File: src/rtl/uart_decoder_rx.sv
// uart_decoder_rx
// Serial receive decoder for the SoC UART TX line (8 data bits, 1 stop bit, LSB first).
// It recovers each byte from the line and presents it with a one-cycle rx_valid strobe.
// A stop bit sampled low gives a one-cycle frame_err strobe and leaves rx_data unchanged.
// Bit timing is counted in system clock cycles.
//
// Optional feature: define UART_DECODER_PARITY_EN to add one even-parity bit between
// the data bits and the stop bit. A parity mismatch gives frame_err instead of rx_valid.
// The default build (macro undefined) is plain 8N1.
module uart_decoder_rx #(
    parameter int CLK_PERIOD_NS  = 10,
    parameter int BAUD_PERIOD_NS = 4340,
    parameter int CLKS_PER_BIT   = BAUD_PERIOD_NS / CLK_PERIOD_NS
) (
    input  logic        clk,
    input  logic        rst,
    input  logic        uart_tx,
    output logic [7:0]  rx_data,
    output logic        rx_valid,
    output logic        frame_err,
    output logic        busy,
    output logic [15:0] rx_count
);

    localparam int CNT_W = $clog2(CLKS_PER_BIT);
    localparam logic [CNT_W-1:0] BIT_LAST  = CNT_W'(CLKS_PER_BIT - 1);
    localparam logic [CNT_W-1:0] HALF_LAST = CNT_W'(CLKS_PER_BIT / 2 - 1);
    localparam logic [CNT_W-1:0] CNT_ONE   = CNT_W'(1);

    typedef enum logic [2:0] {
        ST_IDLE   = 3'd0,
        ST_START  = 3'd1,
        ST_DATA   = 3'd2,
`ifdef UART_DECODER_PARITY_EN
        ST_PARITY = 3'd3,
`endif
        ST_STOP   = 3'd4,
        ST_BREAK  = 3'd5
    } state_t;

    state_t           state_r;
    logic             sync1_r;
    logic             sync2_r;
    logic             line_s;
    logic [CNT_W-1:0] bit_cnt_r;
    logic [2:0]       idx_r;
    logic [7:0]       shift_r;
    logic [7:0]       rx_data_r;
    logic             rx_valid_r;
    logic             frame_err_r;
    logic             busy_r;
    logic [15:0]      rx_count_r;
    logic             parity_ok_s;

`ifdef UART_DECODER_PARITY_EN
    logic             par_err_r;

    // Even parity: the transmitted parity bit equals the XOR of the data bits.
    function automatic logic even_parity(input logic [7:0] d);
        return ^d;
    endfunction

    assign parity_ok_s = ~par_err_r;
`else
    assign parity_ok_s = 1'b1;
`endif

    assign line_s    = sync2_r;
    assign rx_data   = rx_data_r;
    assign rx_valid  = rx_valid_r;
    assign frame_err = frame_err_r;
    assign busy      = busy_r;
    assign rx_count  = rx_count_r;

    // Two-flop synchronizer for the asynchronous line, preset to the idle-high level.
    always_ff @(posedge clk) begin
        if (rst) begin
            sync1_r <= 1'b1;
            sync2_r <= 1'b1;
        end else begin
            sync1_r <= uart_tx;
            sync2_r <= sync1_r;
        end
    end

    // Frame decoder FSM: state, bit timing, shift register and all registered outputs.
    always_ff @(posedge clk) begin
        if (rst) begin
            state_r     <= ST_IDLE;
            bit_cnt_r   <= '0;
            idx_r       <= 3'd0;
            shift_r     <= 8'h00;
            rx_data_r   <= 8'h00;
            rx_valid_r  <= 1'b0;
            frame_err_r <= 1'b0;
            busy_r      <= 1'b0;
            rx_count_r  <= 16'h0000;
`ifdef UART_DECODER_PARITY_EN
            par_err_r   <= 1'b0;
`endif
        end else begin
            rx_valid_r  <= 1'b0;
            frame_err_r <= 1'b0;
            case (state_r)
                ST_IDLE: begin
                    bit_cnt_r <= '0;
                    if (!line_s) begin
                        state_r <= ST_START;
                        busy_r  <= 1'b1;
                    end else begin
                        busy_r  <= 1'b0;
                    end
                end
                ST_START: begin
                    if (bit_cnt_r == HALF_LAST) begin
                        bit_cnt_r <= '0;
                        if (line_s) begin
                            // Glitch shorter than half a bit: not a real start bit.
                            state_r <= ST_IDLE;
                            busy_r  <= 1'b0;
                        end else begin
                            state_r <= ST_DATA;
                            idx_r   <= 3'd0;
                        end
                    end else begin
                        bit_cnt_r <= bit_cnt_r + CNT_ONE;
                    end
                end
                ST_DATA: begin
                    if (bit_cnt_r == BIT_LAST) begin
                        bit_cnt_r      <= '0;
                        shift_r[idx_r] <= line_s;
                        idx_r          <= idx_r + 3'd1;
                        if (idx_r == 3'd7) begin
`ifdef UART_DECODER_PARITY_EN
                            state_r <= ST_PARITY;
`else
                            state_r <= ST_STOP;
`endif
                        end else begin
                            state_r <= ST_DATA;
                        end
                    end else begin
                        bit_cnt_r <= bit_cnt_r + CNT_ONE;
                    end
                end
`ifdef UART_DECODER_PARITY_EN
                ST_PARITY: begin
                    if (bit_cnt_r == BIT_LAST) begin
                        bit_cnt_r <= '0;
                        par_err_r <= (line_s != even_parity(shift_r));
                        state_r   <= ST_STOP;
                    end else begin
                        bit_cnt_r <= bit_cnt_r + CNT_ONE;
                    end
                end
`endif
                ST_STOP: begin
                    if (bit_cnt_r == BIT_LAST) begin
                        bit_cnt_r <= '0;
                        if (line_s) begin
                            // Return to IDLE right away so that a back-to-back start bit is caught.
                            state_r <= ST_IDLE;
                            busy_r  <= 1'b0;
                            if (parity_ok_s) begin
                                rx_data_r  <= shift_r;
                                rx_valid_r <= 1'b1;
                                rx_count_r <= rx_count_r + 16'd1;
                            end else begin
                                frame_err_r <= 1'b1;
                            end
                        end else begin
                            frame_err_r <= 1'b1;
                            state_r     <= ST_BREAK;
                        end
                    end else begin
                        bit_cnt_r <= bit_cnt_r + CNT_ONE;
                    end
                end
                ST_BREAK: begin
                    // A line held low never restarts framing until it returns high.
                    bit_cnt_r <= '0;
                    if (line_s) begin
                        state_r <= ST_IDLE;
                        busy_r  <= 1'b0;
                    end else begin
                        state_r <= ST_BREAK;
                    end
                end
                default: begin
                    state_r   <= ST_IDLE;
                    bit_cnt_r <= '0;
                    busy_r    <= 1'b0;
                end
            endcase
        end
    end

endmodule

File: config.mk
export PLATFORM = sky130hd
export DESIGN_NAME = uart_decoder_rx
export DESIGN_NICKNAME = d
export VERILOG_FILES = /design/src/rtl/uart_decoder_rx.sv
export SDC_FILE = /design/constraint.sdc
export NUM_CORES = 1
export LEC_CHECK = 0
export BUFFER_PORTS_ARGS = -buffer_cell sky130_fd_sc_hd__buf_2
export CAP_MARGIN = 0
export CORE_ASPECT_RATIO = 1.2
export CORE_UTILIZATION = 50
export CTS_CLUSTER_SIZE = 20
export DETAILED_ROUTE_END_ITERATION = 16
export PLACE_DENSITY = 0.82
export SYNTH_ARGS = -nofsm -noshare
export SYNTH_HDL_FRONTEND = slang
export SYNTH_SLANG_ARGS = --single-unit
File: constraint.sdc
create_clock -name clk -period 4.18 [get_ports clk]
set_clock_uncertainty 0.05 [all_clocks]
set_input_delay 0 -clock clk [delete_from_list [all_inputs] [get_ports clk]]
set_output_delay 0 -clock clk [all_outputs]
set_load 0.005 [all_outputs]
==> results.py, run 1 <==
metrics = {
    "floorplanning": {
        "rows": 27,
        "die-height_um": 79.4,
        "io_pins": 30,
        "die_w_um": 66.5,
        "fp.dieArea_mm2": 0.00529,
        "core-area_mm2": 0.00470,
        "start_util_pct": 53.2,
    },
    "detailed_routing": {
        "routed_wl_mm": 4.86,
        "drt_pass1_iterations": 4,
        "postRouteAntennaNets": 0,
        "drt_iter0_drc": 97,
        "drc_errors": 0,
        "avgViaCountPerCell": 5.66,
        "vias": 2071,
        "drt-wirelength-per-cell_um": 13.3,
    },
    "placement": {
        "preCtsSetupSlack_ns": 1.77,
        "io_buffers": 29,
        "dp_cells": 357,
        "gp_congestion": 0.864,
        "placed_area_mm2": 0.00262,
        "dp.final_hpwl_mm": 3.27,
    },
    "yosys": {
        "synthesis.area_mm2": 0.00250,
        "syn_inst": 287,
        "ys_warn_count": 0,
        "synth-compound-area-share_pct": 15.9,
        "synthAdderAreaFrac_pct": 3.00,
        "synth_cell_types": 51,
        "synthSimpleGateAreaFrac_pct": 30.6,
        "synth_top_flop_cell": "dfxtp_1",
        "synthMuxAreaShare_pct": 0.451,
        "synth.top_cell.area_share_pct": 41.7,
        "synth_area_per_cell_um2": 8.71,
        "synth_top_cell_by_area": "dfxtp_1",
        "synth_top_family_by_area": "simple AND/OR/NAND/NOR gates",
        "synth-seq-cells": 52,
        "synthTopCellsByArea": "dfxtp_1 (42%), a21oi_1 (6.6%), nand2_1 (5.1%), ha_1 (3.0%), nand3_1 (3.0%)",
        "yosys.area_share.xor_xnor_pct": 3.15,
        "ys_seq_area_share_pct": 41.7,
        "synth_edf_count": 0,
        "syn_nets": 296,
        "synthArstFlopShare_pct": 0,
    },
    "clock_network": {
        "max-clock-path-buffers": 2,
        "clk_latency_ns": 0.31,
        "clkSlewWorstSetupHoldPaths_ns": 0.10,
        "cts-root-buf": "clkbuf_8",
        "clkSinkCount": 52,
        "cts_max_level": 2,
        "cts_resized": 0,
        "cts_tree": "built",
        "cts_made_buffers": 5,
    },
    "timing": {
        "fin_ws_ns": 1.75,
        "max_freq_ghz": 0.412,
        "finalMaxSlewViolations": 0,
        "max_slew.worst_pin.slew_ns": 0.775,
        "finalCritPeriodShare_pct": 58.0,
        "tns_ns": 0,
        "slew_headroom_pct": 48.3,
        "grt_setup_unrepaired": "no",
        "period_minus_slack_ns": 2.43,
        "hold_viol": 0,
        "finalSetupViolCount": 0,
    },
    "global_routing": {
        "grt_pass1_vias": 1880,
        "grt_start_max_net_pins": 44,
        "grt_use_total_pct": 20.3,
        "grt_pass1_wl_mm": 8.30,
        "antenna_found_initial": 0,
        "grt_remaining_overflow": 0,
    },
    "critical_path": {
        "cp-start-kind": "flip-flop",
        "end_kind": "flip-flop",
        "critical_path_class": "reg -> reg",
        "worstPathArrival_ns": 2.61,
        "crit_fanout": 34,
        "cp.required_ns": 4.37,
    },
    "pwr": {
        "peakVddDrop_v": 0.000155,
        "p_leak_nw": 0.933,
        "pwr-share-comb_pct": 3.8,
        "intPower_uw": 632,
        "power_switching_uw": 193,
        "sw_frac_of_total_pct": 23.4,
        "power_uw": 824,
        "power.share.clock_pct": 34.6,
        "seqPwrFrac_pct": 61.6,
        "p_per_area_mw_per_mm2": 303,
    },
    "hold_path": {
        "min_path_type": "in -> reg",
    },
    "layout": {
        "final_area_mm2": 0.00272,
        "fin_cells": 366,
        "syn_to_final_growth_pct": 8.86,
        "nNetsFinal": 316,
        "final_common_cell": "dfxtp_1",
        "diodes": 0,
        "layout_common_cells": "dfxtp_1 (52), nand2_1 (34), a21oi_1 (33)",
        "drive_gt1_share_pct": 18.5,
    },
    "status": {
        "status": "finished, final reports clean",
    },
    "flow_run": {
        "drv_cap": 0,
    },
}
-- metrics by stage --
stage	util (%)	hold slack, ns
after floorplan	-	0.0538
after global routing	57.9	0.207
after global placement	55.8	0.134
final	57.9	0.201
after detailed placement	55.8	0.140
after CTS	57.9	0.191
-- state kept, by name (all words and copies together), names as in the netlist --
name and flops:
rx_valid 1, sync1_r 1, rx_data 8, line_s 1, bit_cnt_r 9, state_r 3
shift_r 8, idx_r 3, frame_err 1, rx_count 16, busy 1
-- power by group through the flow --
stage	logic, mW	registers [mW]	clock network (mW)
floorplan	0.0308	0.514	0
global placement	0.0305	0.519	0
detailed placement	0.0308	0.519	0
CTS	0.0316	0.508	0.298
global route	0.0347	0.509	0.314
finish	0.0315	0.508	0.285
-- cells by family after synthesis --
family                   count (synthesis)
AND/OR/NAND/NOR                        127
flip-flops                              52
AO/OA/AOI/OAI                           66
multiplexers                             1
buffers and inverters                   26
XOR/XNOR                                 9
adder cells (fa/ha/maj)                  6
-- timing repair --
action / CTS / global route
buffers inserted: 0 / 0
endpoints found under the hold margin: 1 / 0
hold buffers: 1 / 0
-- layout make-up --
| cell class | instances | area (µm²) |
|---|---|---|
| clock buffer | 6 | 72.6 |
| clock inverter | 2 | 16.3 |
| fill | 430 | 1980 |
| inverter | 9 | 33.8 |
| multi-input combinational | 209 | 1330 |
| sequential | 52 | 1040 |
| tap | 58 | 72.6 |
| timing repair buffer | 30 | 155 |
-- Yosys cell counts, types with 3 or more instances --
master and instances:
xnor2_1 6, dfxtp_1 52, inv_1 9, xor2_1 3
or3_1 4, a21oi_1 33, a21bo_2 3, or4_1 9
nor2_1 18, nor3_1 3, or3_2 3, nand2_1 34
nand4_1 7, nor3b_1 4, clkbuf_1 11, nor2b_1 4
or2_2 3, nand3_1 15, o21ai_0 12, o31ai_1 10
ha_1 6
-- worst paths after layout --
check                          start                       end  slack [ns]  cells past startpoint
max          state_r[2]$_SDFFE_PP0P_  rx_count[8]$_SDFFE_PP0P_        1.75                      4
min                              rst  rx_count[0]$_SDFFE_PP0P_        0.20                      2
max reg2reg  state_r[2]$_SDFFE_PP0P_  rx_count[8]$_SDFFE_PP0P_        1.75                      4
min reg2reg       sync1_r$_SDFF_PP1_         line_s$_SDFF_PP1_        0.36                      1
-- critical path, stage by stage (launching register included) --
cell and delay, ns:
dfxtp_1 0.51, nor3b_2 0.44, nand4_4 0.42, or4_2 0.77, a21oi_1 0.17
-- layer usage --
layer  vias up  part of all wire [%]  global-route usage, %
met2        24                    51                   38.3
met5         -                     0                      0
met4         0                   1.4                   7.02
li1       1074                     -                      -
met3         6                   2.6                   3.86
met1       967                    45                   21.9
(Power assumes the default switching activity.)
==> inputs of run 2 (changes only) <==
clock period = 2.53 ns   (was 4.18 ns; I/O delays follow)
==> run 2 against run 1 <==
Effect of this change: register-to-register slack got worse by 1.4 ns; largest cell class unchanged; first-iteration DRC count up 33%; clock-buffer cell count is 1 lower; power rose by 76%; non-clock buffer count grew 4; sequential power grew 65%; highest routed layer unchanged; critical endpoint unchanged.
==> results.py, run 2 (synthesis results as in run 1) <==
metrics = {
    "status": {
        "status": "finished, final reports clean",
    },
    "floorplanning": {
        "core-area_mm2": 0.00470,
        "rows": 27,
        "start_util_pct": 53.2,
        "io_pins": 30,
        "fp.dieArea_mm2": 0.00529,
        "die_w_um": 66.5,
        "die-height_um": 79.4,
    },
    "global_routing": {
        "grt_pass1_vias": 1953,
        "antenna_found_initial": 0,
        "grt_remaining_overflow": 0,
        "grt_pass1_wl_mm": 8.43,
        "grt_use_total_pct": 20.2,
        "grt_start_max_net_pins": 43,
    },
    "timing": {
        "period_minus_slack_ns": 2.22,
        "hold_viol": 0,
        "finalSetupViolCount": 0,
        "finalCritPeriodShare_pct": 87.7,
        "max_freq_ghz": 0.450,
        "grt_setup_unrepaired": "no",
        "max_slew.worst_pin.slew_ns": 0.569,
        "slew_headroom_pct": 62.0,
        "tns_ns": 0,
        "finalMaxSlewViolations": 0,
    },
    "clock_network": {
        "cts_setup_buffers": 0,
        "cts-root-buf": "clkbuf_8",
        "clkSinkCount": 52,
        "cts_resized": 0,
        "clkSlewWorstSetupHoldPaths_ns": 0.09,
        "cts_max_level": 2,
        "cts_made_buffers": 5,
        "cts_tree": "built",
        "max-clock-path-buffers": 2,
        "clk_latency_ns": 0.30,
        "ctsHoldBuffers": 1,
    },
    "detailed_routing": {
        "drt-wirelength-per-cell_um": 12.9,
        "drt_pass1_iterations": 4,
        "routed_wl_mm": 4.77,
        "drc_errors": 0,
        "vias": 2133,
        "postRouteAntennaNets": 0,
        "avgViaCountPerCell": 5.76,
        "drt_iter0_drc": 129,
    },
    "critical_path": {
        "crit_fanout": 22,
        "cp-start-kind": "flip-flop",
        "worstPathArrival_ns": 2.41,
        "crit_path_start": "state_r[2]$_SDFFE_PP0P_",
        "cp.required_ns": 2.72,
        "rr_endpoint": "rx_count[8]$_SDFFE_PP0P_",
        "critical_path_class": "reg -> reg",
        "ff2ff_path_depth": 4,
        "rr_startpoint": "state_r[2]$_SDFFE_PP0P_",
        "end_kind": "flip-flop",
        "endpoint": "rx_count[8]$_SDFFE_PP0P_",
        "reg2reg_slack_ns": 0.31,
    },
    "pwr": {
        "p_leak_nw": 0.963,
        "p_per_area_mw_per_mm2": 522,
        "peakVddDrop_v": 0.000335,
        "power_mw": 1.45,
    },
    "layout": {
        "register_area_mm2": 0.00104,
        "n_fill_cell": 409,
        "nNetsFinal": 320,
        "layout_common_cells": "dfxtp_1 (52), nand2_1 (34), a21oi_1 (33)",
        "multi_input_area_mm2": 0.00133,
        "finish.utilization_pct": 59.0,
        "syn_to_final_growth_pct": 11.0,
        "drive_gt1_share_pct": 19.9,
        "final_area_mm2": 0.00277,
        "largest_register_ff_count": 16,
        "diodes": 0,
        "final_common_cell": "dfxtp_1",
    },
    "hold_path": {
        "min_path_type": "in -> reg",
    },
    "placement": {
        "dp.final_hpwl_mm": 3.36,
        "io_buffers": 29,
        "gp_congestion": 0.851,
        "placed_area_mm2": 0.00265,
    },
    "flow_run": {
        "drv_cap": 0,
    },
}
## run 2: per-stage QoR
stage / std cells / hold WS (ns) / worst slack [ns]
final: 370 / 0.0429 / 0.310
after CTS: 370 / 0.0469 / 0.327
after global routing: 370 / 0.0840 / 0.208
after detailed placement: 361 / 0.139 / 0.374
after global placement: 361 / 0.137 / 0.419
after floorplan: 287 / 0.0538 / 0.611
## run 2: cell type report
class / count / area share [%]
Timing Repair Buffer: 34 / 6.68
Inverter: 9 / 1.22
Clock inverter: 3 / 1.53
Tap cell: 58 / 2.62
Multi-Input combinational cell: 209 / 47.9
Clock buffer: 5 / 2.48
Sequential cell: 52 / 37.5
## run 2: worst min path at each step
stage / start / endpoint / slack [ns] / cells after the start
floorplan: uart_tx / sync1_r$_SDFF_PP1_ / 0.05 / 1
CTS: rst / busy$_SDFFE_PP0P_ / 0.05 / 4
global route: rst / state_r[0]$_SDFFE_PP0P_ / 0.08 / 4
finish: rst / busy$_SDFFE_PP0P_ / 0.04 / 4
detailed placement: uart_tx / sync1_r$_SDFF_PP1_ / 0.14 / 2
global placement: uart_tx / sync1_r$_SDFF_PP1_ / 0.14 / 2
## run 2: critical path, stage by stage (launching register included)
cell and delay (ns):
dfxtp_1 0.51, nor3b_2 0.43, nand4_4 0.30, or4_2 0.72, a21oi_1 0.15
## run 2: layer usage
metal	vias to the layer above	part of all wire, %	track usage, %
met5	-	0	0
li1	1080	-	-
met1	1013	46	23.7
met4	0	1.6	7.23
met3	8	2.5	3.57
met2	32	49	35.9
## run 2: power breakdown
part | switching (mW) | internal (mW) | total, mW
logic | 0.0309 | 0.0223 | 0.0532
registers | 0.0139 | 0.825 | 0.839
clock network | 0.262 | 0.293 | 0.554
==> inputs of run 3 (changes only) <==
CORE_UTILIZATION = 57   (was 50)
PLACE_DENSITY = 0.9   (was 0.82)
==> run 3 against run 2 <==
Effect of this change: first-iteration DRC count is 12% lower; cell count down 0.81%; flip-flop and latch count unchanged; via count about the same; core utilization grew 6.3 points; critical path type unchanged; largest power group unchanged; highest routed layer unchanged.
==> results.py, run 3 (synthesis results as in run 1) <==
metrics = {
    "layout": {
        "n_fill_cell": 355,
        "final_common_cell": "dfxtp_1",
        "drive_gt1_share_pct": 19.6,
        "multi_input_area_mm2": 0.00133,
        "diodes": 0,
        "final_area_mm2": 0.00276,
        "layout_common_cells": "dfxtp_1 (52), nand2_1 (34), a21oi_1 (33)",
        "syn_to_final_growth_pct": 10.6,
        "nNetsFinal": 319,
        "register_area_mm2": 0.00104,
        "largest_register_ff_count": 16,
    },
    "detailed_routing": {
        "drc_errors": 0,
        "drt-wirelength-per-cell_um": 13.8,
        "wl_met2_mm": 2.54,
        "routed_wl_mm": 5.07,
        "drt_iter0_drc": 113,
        "postRouteAntennaNets": 0,
        "dr.max_layer_used": "met4",
        "wl_met1_mm": 2.29,
        "avgViaCountPerCell": 5.82,
        "route.met3.wl_um": 169,
        "drt_pass1_iterations": 4,
        "vias": 2135,
    },
    "critical_path": {
        "cp.required_ns": 2.72,
        "end_kind": "flip-flop",
        "critical_path_class": "reg -> reg",
        "reg2reg_slack_ns": 0.25,
        "worstPathArrival_ns": 2.48,
        "cp-start-kind": "flip-flop",
        "ff2ff_path_depth": 4,
        "crit_fanout": 24,
    },
    "placement": {
        "io_buffers": 29,
        "gp_congestion": 0.865,
        "dp.final_hpwl_mm": 3.51,
        "placed_area_mm2": 0.00264,
        "preCtsSetupSlack_ns": 0.308,
    },
    "timing": {
        "finalSetupViolCount": 0,
        "tns_ns": 0,
        "slew_headroom_pct": 56.6,
        "max_slew.worst_pin.slew_ns": 0.642,
        "period_minus_slack_ns": 2.28,
        "max_freq_ghz": 0.438,
        "fin_ws_ns": 0.248,
        "finalMaxSlewViolations": 0,
        "grt_setup_unrepaired": "no",
        "finalCritPeriodShare_pct": 90.2,
        "whs_ns": 0.0125,
        "hold_viol": 0,
    },
    "clock_network": {
        "cts_max_level": 2,
        "cts_tree": "built",
        "cts_resized": 0,
        "max-clock-path-buffers": 2,
        "clkSinkCount": 52,
        "cts_setup_buffers": 0,
        "cts-root-buf": "clkbuf_8",
        "clkSlewWorstSetupHoldPaths_ns": 0.09,
        "clk_latency_ns": 0.31,
        "ctsHoldBuffers": 1,
        "cts_made_buffers": 5,
    },
    "pwr": {
        "intPower_mw": 1.14,
        "sw_frac_of_total_pct": 21.7,
        "power_switching_uw": 316,
        "pwr-share-comb_pct": 3.7,
        "seqPwrFrac_pct": 57.6,
        "p_leak_nw": 0.959,
        "power.share.clock_pct": 38.7,
        "peakVddDrop_v": 0.000346,
        "p_per_area_mw_per_mm2": 527,
    },
    "status": {
        "status": "finished, final reports clean",
    },
    "global_routing": {
        "grt_use_total_pct": 22.5,
        "grt_start_max_net_pins": 27,
        "grt_remaining_overflow": 0,
        "antenna_found_initial": 0,
        "grt_pass1_wl_mm": 8.29,
        "grt_pass1_vias": 1813,
    },
    "floorplanning": {
        "start_util_pct": 59.1,
        "core-area_mm2": 0.00423,
        "io_pins": 30,
        "die_w_um": 62.4,
        "fp.dieArea_mm2": 0.00465,
        "die-height_um": 74.5,
        "rows": 26,
    },
    "flow_run": {
        "drv_cap": 0,
    },
    "hold_path": {
        "min_path_type": "in -> reg",
        "hold_depth": 2,
    },
}
run 3: changes by cell type in the layout (fill, tap and decap cells not counted):
cell	previous run	this run
buf_4	4	3
run 3: metal layers:
layer | vias to the layer above | track usage, %
met4 | 0 | 9.30
met1 | 1013 | 25.6
li1 | 1084 | -
met3 | 7 | 4.75
met2 | 31 | 41.4
met5 | - | 0
run 3: per-stage QoR:
step / power (mW) / std cells / util (%)
6_report: 1.46 / 367 / 65.3
5_1_grt: 1.50 / 367 / 65.3
4_1_cts: 1.47 / 367 / 65.3
3_5_place_dp: 0.911 / 358 / 62.5
3_3_place_gp: 0.909 / 358 / 62.5
2_1_floorplan: 0.901 / 287 / -
run 3: cell type report:
type	count	share of cell area [%]
repair buffers	33	6.43
well taps	56	2.54
clock buffers	5	2.49
inverters	9	1.22
multi-input cells	209	48.1
flip-flops and latches	52	37.7
clock inverters	3	1.54
run 3: power by group through the flow:
stage	Sequential, mW	Combinational (mW)	Clock, mW
5_1_grt	0.841	0.0603	0.602
2_1_floorplan	0.850	0.0508	0
6_report	0.839	0.0538	0.563
3_3_place_gp	0.857	0.0516	0
3_5_place_dp	0.858	0.0526	0
4_1_cts	0.839	0.0538	0.576
run 3: path summary, 6_finish.rpt:
path,startpoint,end
worst min register to register,sync1_r$_SDFF_PP1_,line_s$_SDFF_PP1_
worst min-delay path,rst,rx_valid$_SDFF_PP0_
worst max register to register,state_r[2]$_SDFFE_PP0P_,rx_count[8]$_SDFFE_PP0P_
worst max-delay path,state_r[2]$_SDFFE_PP0P_,rx_count[8]$_SDFFE_PP0P_
run 3: critical path: stages, from the launching register on:
cell	delay [ns]
dfxtp_1	0.51
nor3b_2	0.42
nand4_4	0.33
or4_2	0.76
a21oi_1	0.16
